[config.mk]
export PLATFORM = sky130hd
export DESIGN_NAME = apb_spi_slave
export DESIGN_NICKNAME = d
export VERILOG_FILES = /design/src/rtl/apb_spi_slave.sv
export SDC_FILE = /design/constraint.sdc
export NUM_CORES = 1
export LEC_CHECK = 0
export CAP_MARGIN = 20
export CORE_MARGIN = 10
export CORE_UTILIZATION = 55
export CTS_CLUSTER_DIAMETER = 80
export DETAILED_ROUTE_END_ITERATION = 8
export PLACE_DENSITY = 0.75
export SYNTH_ARGS = -nofsm -noshare
export SYNTH_HDL_FRONTEND = slang
export SYNTH_SLANG_ARGS = --single-unit
[constraint.sdc]
create_clock -name PCLK -period 2.93 [get_ports PCLK]
set_input_delay 0.4395 -clock PCLK [delete_from_list [all_inputs] [get_ports PCLK]]
set_output_delay 0.4395 -clock PCLK [all_outputs]
set_load 0.005 [all_outputs]
[src/rtl/apb_spi_slave.sv]
// apb_spi_slave: APB-programmable SPI slave (mode 0, MSB first, 8-bit frames).
// The SPI pins are oversampled in the PCLK domain. Bytes pass through TX/RX FIFOs.
// An 8-bit register file with a level interrupt exposes them to the SoC.

// Byte FIFO shared by the TX and RX paths; the caller qualifies push/pop.
module apb_spi_slave_fifo #(
   parameter int DEPTH = 4
) (
   input  logic       PCLK,
   input  logic       PRESET,
   input  logic       flush,
   input  logic       push,
   input  logic       pop,
   input  logic [7:0] wdata,
   output logic [7:0] head,
   output logic       empty,
   output logic       full
);
   localparam int AW = $clog2(DEPTH);

   logic [7:0]    mem [DEPTH];
   logic [AW-1:0] wr_ptr;
   logic [AW-1:0] rd_ptr;
   logic [AW:0]   count;

   assign head  = mem[rd_ptr];
   assign empty = (count == '0);
   assign full  = (count == (AW+1)'(DEPTH));

   // Pointer and occupancy bookkeeping; a flush overrides any same-cycle push/pop.
   // NOTE: state registers use non-blocking (<=) so every flop samples pre-edge values.
   always_ff @(posedge PCLK) begin
      if (PRESET || flush) begin
         wr_ptr <= '0;
         rd_ptr <= '0;
         count  <= '0;
      end else begin
         if (push) wr_ptr <= wr_ptr + AW'(1);
         if (pop)  rd_ptr <= rd_ptr + AW'(1);
         case ({push, pop})
            2'b10:   count <= count + (AW+1)'(1);
            2'b01:   count <= count - (AW+1)'(1);
            default: count <= count;
         endcase
      end
   end

   // Storage write port.
   // NOTE: the array has no reset; the pointers alone decide which entries are valid.
   always_ff @(posedge PCLK) begin
      if (push) mem[wr_ptr] <= wdata;
   end
endmodule

module apb_spi_slave #(
   parameter int FIFO_DEPTH = 4
) (
   input  logic       PCLK,
   input  logic       PRESET,
   input  logic [7:0] PADDR,
   input  logic       PWRITE,
   input  logic       PSEL,
   input  logic       PENABLE,
   input  logic [7:0] PWDATA,
   output logic [7:0] PRDATA,
   output logic       PREADY,
   output logic       SPI_INT,
   input  logic       scs_i,
   input  logic       sck_i,
   input  logic       mosi_i,
   output logic       miso_o,
   output logic       miso_oe
);
   localparam logic [4:0] REG_CTRL   = 5'd0;
   localparam logic [4:0] REG_STAT   = 5'd1;
   localparam logic [4:0] REG_RXDATA = 5'd2;
   localparam logic [4:0] REG_TXDATA = 5'd3;

   // APB decode
   logic       apb_access;
   logic [4:0] reg_sel;
   logic       ctrl_wr, stat_wr, txd_wr, rxd_rd;
   logic       tx_flush, rx_flush;
   logic       addr_unused;

   // Control / status
   logic [3:0] ctrl_q;          // {ERRIE, TXIE, RXIE, EN}
   logic       en, rxie, txie, errie;
   logic       ovr, udr, busy;
   logic [7:0] stat_byte;

   // Synchronisers: [0] first stage, [1] synced value, [2] edge-detect history
   logic [2:0] scs_pipe, sck_pipe, mosi_pipe;
   logic       scs_fall, scs_rise, sck_rise, sck_fall;

   // SPI engine
   logic       active, first_edge;
   logic [2:0] bit_cnt;
   logic [7:0] tx_shift;
   logic [6:0] rx_shift;
   logic       frame_start, abort, rise_evt, fall_evt;
   logic       tx_load, udr_set, rx_push_req, ovr_set;

   // FIFO handshakes
   logic       tx_push, tx_pop, tx_empty, tx_full;
   logic       rx_push, rx_pop, rx_empty, rx_full;
   logic [7:0] tx_head, rx_head;

   assign apb_access  = PSEL & PENABLE;
   assign PREADY      = apb_access;
   assign reg_sel     = PADDR[7:3];
   assign addr_unused = ^PADDR[2:0];
   assign ctrl_wr     = apb_access &  PWRITE & (reg_sel == REG_CTRL);
   assign stat_wr     = apb_access &  PWRITE & (reg_sel == REG_STAT);
   assign txd_wr      = apb_access &  PWRITE & (reg_sel == REG_TXDATA);
   assign rxd_rd      = apb_access & ~PWRITE & (reg_sel == REG_RXDATA);
   assign tx_flush    = ctrl_wr & PWDATA[6];
   assign rx_flush    = ctrl_wr & PWDATA[7];

   assign en    = ctrl_q[0];
   assign rxie  = ctrl_q[1];
   assign txie  = ctrl_q[2];
   assign errie = ctrl_q[3];

   assign scs_fall = scs_pipe[2] & ~scs_pipe[1];
   assign scs_rise = ~scs_pipe[2] & scs_pipe[1];
   assign sck_rise = ~sck_pipe[2] & sck_pipe[1];
   assign sck_fall = sck_pipe[2] & ~sck_pipe[1];

   // Disabling mid-frame is treated exactly like the master deselecting us.
   assign frame_start = en & scs_fall;
   assign abort       = active & (scs_rise | ~en);
   assign rise_evt    = active & ~abort & sck_rise;
   assign fall_evt    = active & ~abort & sck_fall;

   // TX byte loads: at frame start, and on the falling edge that closes each byte.
   assign tx_load = frame_start | (fall_evt & (bit_cnt == 3'd0) & ~first_edge);
   assign tx_pop  = tx_load & ~tx_empty;
   assign udr_set = tx_load & tx_empty;
   assign tx_push = txd_wr & (~tx_full | tx_pop) & ~tx_flush;

   assign rx_pop      = rxd_rd & ~rx_empty;
   assign rx_push_req = rise_evt & (bit_cnt == 3'd7);
   assign rx_push     = rx_push_req & (~rx_full | rx_pop) & ~rx_flush;
   assign ovr_set     = rx_push_req & rx_full & ~rx_pop & ~rx_flush;

   assign busy      = en & ~scs_pipe[1];
   assign stat_byte = {1'b0, busy, udr, ovr, tx_full, tx_empty, rx_full, ~rx_empty};

   assign miso_oe = active;
   assign miso_o  = active & tx_shift[7];

   apb_spi_slave_fifo #(.DEPTH(FIFO_DEPTH)) u_tx_fifo (
      .PCLK   (PCLK),
      .PRESET (PRESET),
      .flush  (tx_flush),
      .push   (tx_push),
      .pop    (tx_pop),
      .wdata  (PWDATA),
      .head   (tx_head),
      .empty  (tx_empty),
      .full   (tx_full)
   );

   apb_spi_slave_fifo #(.DEPTH(FIFO_DEPTH)) u_rx_fifo (
      .PCLK   (PCLK),
      .PRESET (PRESET),
      .flush  (rx_flush),
      .push   (rx_push),
      .pop    (rx_pop),
      .wdata  ({rx_shift, mosi_pipe[2]}),
      .head   (rx_head),
      .empty  (rx_empty),
      .full   (rx_full)
   );

   // Two-flop synchronisers plus a history flop; scs idles high so reset gives no false edge.
   always_ff @(posedge PCLK) begin
      if (PRESET) begin
         scs_pipe  <= 3'b111;
         sck_pipe  <= 3'b000;
         mosi_pipe <= 3'b000;
      end else begin
         scs_pipe  <= {scs_pipe[1:0], scs_i};
         sck_pipe  <= {sck_pipe[1:0], sck_i};
         mosi_pipe <= {mosi_pipe[1:0], mosi_i};
      end
   end

   // SPI bit engine: frame start/abort, RX shift on rising SCK, TX shift/load on falling SCK.
   always_ff @(posedge PCLK) begin
      if (PRESET) begin
         active     <= 1'b0;
         first_edge <= 1'b0;
         bit_cnt    <= 3'd0;
         tx_shift   <= 8'h00;
         rx_shift   <= 7'h00;
      end else if (frame_start) begin
         active     <= 1'b1;
         first_edge <= 1'b1;
         bit_cnt    <= 3'd0;
         tx_shift   <= tx_empty ? 8'hFF : tx_head;
      end else if (abort) begin
         active     <= 1'b0;
         first_edge <= 1'b0;
         bit_cnt    <= 3'd0;
         tx_shift   <= 8'h00;
         rx_shift   <= 7'h00;
      end else begin
         if (rise_evt) begin
            rx_shift   <= {rx_shift[5:0], mosi_pipe[2]};
            bit_cnt    <= bit_cnt + 3'd1;
            first_edge <= 1'b0;
         end
         if (fall_evt) begin
            first_edge <= 1'b0;
            if (bit_cnt != 3'd0)  tx_shift <= {tx_shift[6:0], 1'b0};
            else if (!first_edge) tx_shift <= tx_empty ? 8'hFF : tx_head;
         end
      end
   end

   // Control register and sticky error flags (set wins over a same-cycle clear).
   always_ff @(posedge PCLK) begin
      if (PRESET) begin
         ctrl_q <= 4'h0;
         ovr    <= 1'b0;
         udr    <= 1'b0;
      end else begin
         if (ctrl_wr) ctrl_q <= PWDATA[3:0];
         ovr <= (ovr & ~(stat_wr & PWDATA[4])) | ovr_set;
         udr <= (udr & ~(stat_wr & PWDATA[5])) | udr_set;
      end
   end

   // Registered interrupt, one PCLK behind its conditions.
   always_ff @(posedge PCLK) begin
      if (PRESET) SPI_INT <= 1'b0;
      else        SPI_INT <= en & ((rxie & ~rx_empty) | (txie & tx_empty) | (errie & (ovr | udr)));
   end

   // Read mux, driven only during the access phase.
   always_comb begin
      PRDATA = 8'h00;  // NOTE: default first so no path leaves PRDATA unassigned (no latch).
      if (apb_access) begin
         case (reg_sel)
            REG_CTRL:   PRDATA = {4'h0, ctrl_q};
            REG_STAT:   PRDATA = stat_byte;
            REG_RXDATA: PRDATA = rx_empty ? 8'h00 : rx_head;
            default:    PRDATA = 8'h00;
         endcase
      end
   end
endmodule

; Word level (Yosys, flattened, before mapping)
; Memory sizes are Yosys's and may differ from the RTL's. A register that Yosys moved wholly into a read port is not among the register bits.
; Index checks and enable logic that the tools add are counted.
; Widths: inputs -> output; s select.
[word_totals]
ff_bits = 50
mem_bits_rw = 64
in_bits = 24
output_inout_bits = 12
elab_cells = 151
n_memories = 2
[mem_list]
columns = memory, words, word_bits, read_ports, rd_ports_with_merged_regs, write_ports, line
row1 = u_rx_fifo.mem, 4, 8, 1, 1, 1, 21  ; logic [7:0] mem [DEPTH];
row2 = u_tx_fifo.mem, 4, 8, 1, 1, 1, 21
[op_classes]
n_addsub = 9
n_eq_ne = 11
mux = 27
bitwise = 68
reduce_logical = 16
[op_table]
columns = operator, count
row1 = $mux 8, 8
row2 = $and 1x1->1, 41
row3 = $pmux 8 s3, 1
row4 = $not 1->1, 18
row5 = $mux 7, 2
row6 = $pmux 3 s2, 2
row7 = $eq 5x2->1 const B, 2
row8 = $mux 1, 10
row9 = $add 3x1->3 const B, 3
row10 = $eq 3x3->1 const B, 3
row11 = $logic_not 3->1, 3
row12 = $or 1x1->1, 9
row13 = $add 2x1->2 const B, 4
row14 = $mux 2, 4
row15 = $reduce_bool 2->1, 4
row16 = $reduce_bool 3->1, 2
row17 = $sub 3x1->3 const B, 2
row18 = $eq 5x1->1 const B, 1
row19 = $logic_not 5->1, 1
row20 = $eq 2x1->1 const B, 2
row21 = $eq 2x2->1 const B, 2
row22 = $ne 4x1->1 const B, 1
row23 = $reduce_and 2->1, 2
row24 = $reduce_bool 4->1, 1
row25 = other kinds (2), 3

; Logic depth before layout (Yosys ltp)
[logic_depth]
word_depth = 16
mapped_depth = 13
ltp_nobuf = 13

; Modules after synthesis
; Synthesis repeated with hierarchy kept, for this count alone.
[hier_totals]
cells_unflattened = 394
area_unflattened_um2 = 4999.8
[by_module_without_submodules]
columns = module, instances, cells_per_inst, area_per_inst_um2
row1 = apb_spi_slave_fifo, 2, 90, 1597.8
row2 = apb_spi_slave, 1, 214, 1804.2

; Least setup slack after synthesis
; OpenSTA, ideal clock, no wires.
[synth_timing]
kind = flip-flop to flip-flop
from = reg bit_cnt[0]
to = reg u_tx_fifo.count[2]
setup_ns = 0.121
arrival_time_ns = 2.444
setup_slack_ns = 0.365
path_stages_with_launch = 14
n_path_buf = 0
cell_sequence = dfxtp_1 inv_1 ha_1 or3b_2 nor4_1 nor2_1 nor2_1 ha_1 inv_1 fa_1 xor2_1 nor2_1 xnor2_1 nor2_1
[synth_via]
elab_chain_cells = 10
[synth_rtl]
columns = element, line
row1 = "start, declared", 98  ; logic [2:0] bit_cnt;
row2 = "start signal, assigned", 212  ; bit_cnt <= bit_cnt + 3'd1;
row3 = $logic_not 3->1 *, 137  ; assign tx_load = frame_start | (fall_evt & (bit_cnt == 3'd0) & ~first_edge);
row4 = $and 1x1->1 * (2 in a row), 137
row5 = $or 1x1->1 *, 137
row6 = $and 1x1->1 *, 138  ; assign tx_pop = tx_load & ~tx_empty;
row7 = via tx_pop, 105  ; logic tx_push, tx_pop, tx_empty, tx_full;
row8 = $or 1x1->1, 140  ; assign tx_push = txd_wr & (~tx_full | tx_pop) & ~tx_flush;
row9 = $and 1x1->1 (2 in a row), 140
row10 = $eq 2x1->1 / $eq 2x2->1 (equally long branches), 40  ; case ({push, pop})
row11 = $pmux 3 s2 / $reduce_bool 2->1 (equally long branches), -
row12 = "end signal, assigned", 41  ; 2'b10: count <= count + (AW+1)'(1);
row13 = "end signal, assigned", 42  ; 2'b01: count <= count - (AW+1)'(1);
row14 = "end signal, assigned", 43  ; default: count <= count;
row15 = "end, declared", 24  ; logic [AW:0] count;
; Mark *: on every way through the listed nets, which the timed path passes. The rest lies on a longest branch.
; A chain may end at the register's enable or synchronous reset.

; Worst setup path in the final report
[layout_timing]
from = reg u_rx_fifo.count[1]
to = out PRDATA[3]
[layout_via]
elab_chain_cells = 4
[layout_rtl]
columns = element, line
row1 = "start, declared", 24
row2 = "start signal, assigned", 41
row3 = "start signal, assigned", 42
row4 = "start signal, assigned", 43
row5 = $logic_not 3->1, 27  ; assign empty = (count == '0);
row6 = $mux 8, 249  ; REG_RXDATA: PRDATA = rx_empty ? 8'h00 : rx_head;
row7 = $pmux 8 s3, 246  ; case (reg_sel)
row8 = $mux 8, 245  ; if (apb_access) begin
row9 = "end, declared", 65  ; output logic [7:0] PRDATA,
; Every way passes these cells.

==> flow_metrics.py <==
metrics = {
    "sta": {
        "tightestPinTransition_ns": 0.917,
        "relSlewSlack_pct": 38.4,
        "hold_viol": 0,
        "post-route-period-util_pct": 95.0,
        "layout_min_cycle_time_ns": 2.78,
        "setup_viol": 0,
        "fin_worst_skew_ns": 0.00993,
        "maxClockFrequency_mhz": 359,
        "rsz0062_at_grt": "false",
        "drv_slew": 0,
    },
    "logic_synthesis": {
        "async_reset_ff_share_pct": 0,
        "yosys_register_bits": 118,
        "yosysWarningCount": 0,
        "syn_area_per_cell_um2": 12.8,
        "synth_edf_count": 64,
        "yosysUniqueCellTypes": 52,
        "ys_seq_area_share_pct": 60.8,
        "syn_area_um2": 4940,
        "synth_fp_nets": 426,
        "postSynthCellCount": 387,
        "synth_ff_type": "edfxtp_1",
    },
    "layout": {
        "stdcell_area_um2": 6150,
        "layout.cells.non_filler": 570,
        "final_cell_mix": "64 x edfxtp_1, 53 x dfxtp_1, 46 x nor2_1",
        "syn_to_final_growth_pct": 24.5,
        "final_nets": 488,
        "seq_area_um2": 3000,
        "final_common_cell": "edfxtp_1",
        "drive_above_1_share_pct": 20.8,
        "fillers": 587,
        "num_antenna_cells": 0,
        "multi_input_area_um2": 1830,
        "utilization_pct": 70.6,
    },
    "clocking": {
        "cts_tree": "built",
        "cts-root-buf": "clkbuf_8",
        "clk_latency_ns": 0.52,
        "cts_max_path_buffers": 2,
        "cts_hold_buf": 0,
        "clock_sinks": 118,
        "path_clk_slew_ns": 0.06,
        "cts.htree.levels": 4,
        "cts_buffers": 17,
    },
    "place": {
        "hpwlAfterDp_mm": 7.42,
        "gp_congestion": 0.804,
        "dpl_cell_area_um2": 5530,
        "dp_cells": 538,
        "io_buffers": 32,
    },
    "route": {
        "vias_per_cell": 5.75,
        "wl_per_cell_um": 19.5,
        "antenna_left": 0,
        "detail_route.iter0.violations": 205,
        "vias": 3279,
        "route.detailed.drc": 0,
        "routed_wl_mm": 11.1,
        "drt_first_pass_iters": 5,
    },
    "setup_path": {
        "reg2reg_slack_ns": 0.17,
        "worst_setup_path_end_kind": "output port",
        "worstPathRequired_ns": 2.49,
        "cp-startpoint": "u_rx_fifo.count[1]$_SDFFE_PP0P_",
        "path_max_fanout": 6,
        "crit-reg2reg-launch": "bit_cnt[0]$_SDFFE_PP0P_",
        "start_kind": "flip-flop",
        "critical_path_class": "reg -> out",
        "cp_data_arrival_time_ns": 2.34,
    },
    "run_status": {
        "status": "completed",
    },
    "power": {
        "vdd.ir_drop.worst_uv": 399,
        "power_density_nw_per_um2": 634,
        "p_leak_nw": 2.18,
    },
    "run": {
        "cap_violations": 0,
    },
    "hold_path": {
        "min-delay-start": "scs_pipe[0]$_SDFF_PP1_",
        "min_path_type": "reg -> reg",
    },
    "floorplan": {
        "core_area_um2": 8720,
        "placementRows": 34,
        "ios": 36,
        "die-area_um2": 13200,
        "die_height_um": 115,
        "start_util_pct": 56.7,
        "die_w_um": 115,
    },
    "global_route": {
        "grt_overflow_total": 0,
        "grt_usage_pct": 17.6,
        "antenna_found_initial": 0,
        "grt_pass1_wl_mm": 17.9,
        "grt_pass1_vias": 3365,
        "grt_max_degree": 25,
    },
}
-- logic make-up after synthesis --
logic type	synth area share [%]
multiplexers	8.91
buffers and inverters	2.89
XOR/XNOR	2.13
flip-flops	60.8
adder cells (fa/ha/maj)	4.10
AND/OR/NAND/NOR	12.7
AO/OA/AOI/OAI	8.48
-- per-stage QoR --
| stage | hold slack (ns) | setup slack [ns] | setup TNS, ns | power (W) |
|---|---|---|---|---|
| 5_1_grt | 0.419 | 0.00449 | 0 | 0.00400 |
| 3_5_place_dp | 0.399 | -0.0191 | -0.0254 | 0.00186 |
| 3_3_place_gp | 0.402 | -0.0170 | -0.0285 | 0.00186 |
| 2_1_floorplan | 0.389 | 0.365 | 0 | 0.00180 |
| 6_report | 0.413 | 0.147 | 0 | 0.00390 |
| 4_1_cts | 0.416 | 0.00702 | 0 | 0.00392 |
-- where the power goes --
group | internal [W] | leakage [nW] | total [W] | switching, W
clock | 0.00130 | 0.289 | 0.00207 | 0.000774
sequential | 0.00174 | 1.02 | 0.00174 | 0.00000308
combinational | 0.0000408 | 0.874 | 0.0000829 | 0.0000421
-- critical path, cell delays in order (launching register included) --
cell           delay, ns
dfxtp_1             0.35
or3_4               0.42
and3_1              0.21
buf_4               0.16
a222oi_1            0.30
nor2_1              0.10
dlygate4sd2_1       0.28
-- registers in the layout (all words and copies together) (netlist names), 4 cells and up, named ones only --
register	flops
ctrl_q	4
u_tx_fifo.mem	32
u_rx_fifo.mem	32
rx_shift	7
tx_shift	8
-- Yosys cell counts (2+ instances only) --
cell type / n / area (µm²)
nand2_1: 18 / 67.6
a222oi_1: 2 / 20.0
xnor2_1: 6 / 52.6
a311oi_1: 7 / 61.3
xor2_1: 6 / 52.6
a21oi_1: 11 / 55.1
buf_2: 4 / 20.0
fa_1: 2 / 40.0
nand3_1: 3 / 15.0
mux2i_1: 8 / 80.1
clkbuf_1: 8 / 30.0
edfxtp_1: 64 / 1920
a32oi_1: 2 / 17.5
or2_2: 3 / 18.8
nor3_1: 9 / 45.0
o21ai_0: 13 / 65.1
nor4_1: 2 / 12.5
inv_1: 21 / 78.8
clkbuf_2: 2 / 10.0
nor2_1: 46 / 173
and2_2: 5 / 37.5
nand4_1: 3 / 18.8
dfxtp_1: 54 / 1080
a211o_1: 2 / 17.5
or3b_2: 2 / 17.5
ha_1: 13 / 163
and2_1: 7 / 43.8
nor2b_1: 9 / 56.3
a22oi_1: 10 / 75.1
or3_1: 5 / 31.3
mux4_2: 16 / 360
and3_1: 2 / 12.5
nand2b_1: 3 / 18.8
-- layout make-up --
type | count | area share [%]
Clock buffer | 17 | 6.73
Clock inverter | 15 | 2.89
Inverter | 21 | 1.28
Multi-Input combinational cell | 233 | 29.7
Sequential cell | 118 | 48.8
Tap cell | 108 | 2.20
Timing Repair Buffer | 58 | 8.42
-- routing by layer --
metal | vias to the layer above | global-route usage (%) | routed length, µm | share of wire [%]
met5 | - | 0 | 0 | 0
met1 | 1616 | 19.6 | 4400 | 40
met3 | 21 | 5.26 | 616 | 5.6
li1 | 1542 | - | - | -
met2 | 100 | 31.0 | 5870 | 53
met4 | 0 | 7.26 | 205 | 1.8
-- path summary, 6_finish.rpt --
check                                    endpoint  cells after the start
hold / removal             scs_pipe[1]$_SDFF_PP1_                      1
hold reg to reg            scs_pipe[1]$_SDFF_PP1_                      1
setup / recovery                        PRDATA[3]                      6
setup reg to reg  u_tx_fifo.count[2]$_SDFFE_PP0P_                     14
-- timing repair --
| action | 4_1_cts | 5_1_grt |
|---|---|---|
| setup endpoints to repair | 6 | 4 |
| resized for setup | 8 | 5 |
| buffers inserted | 0 | 0 |
| pin swaps | 2 | 0 |
Note: power is estimated with default switching activity, not from simulation.
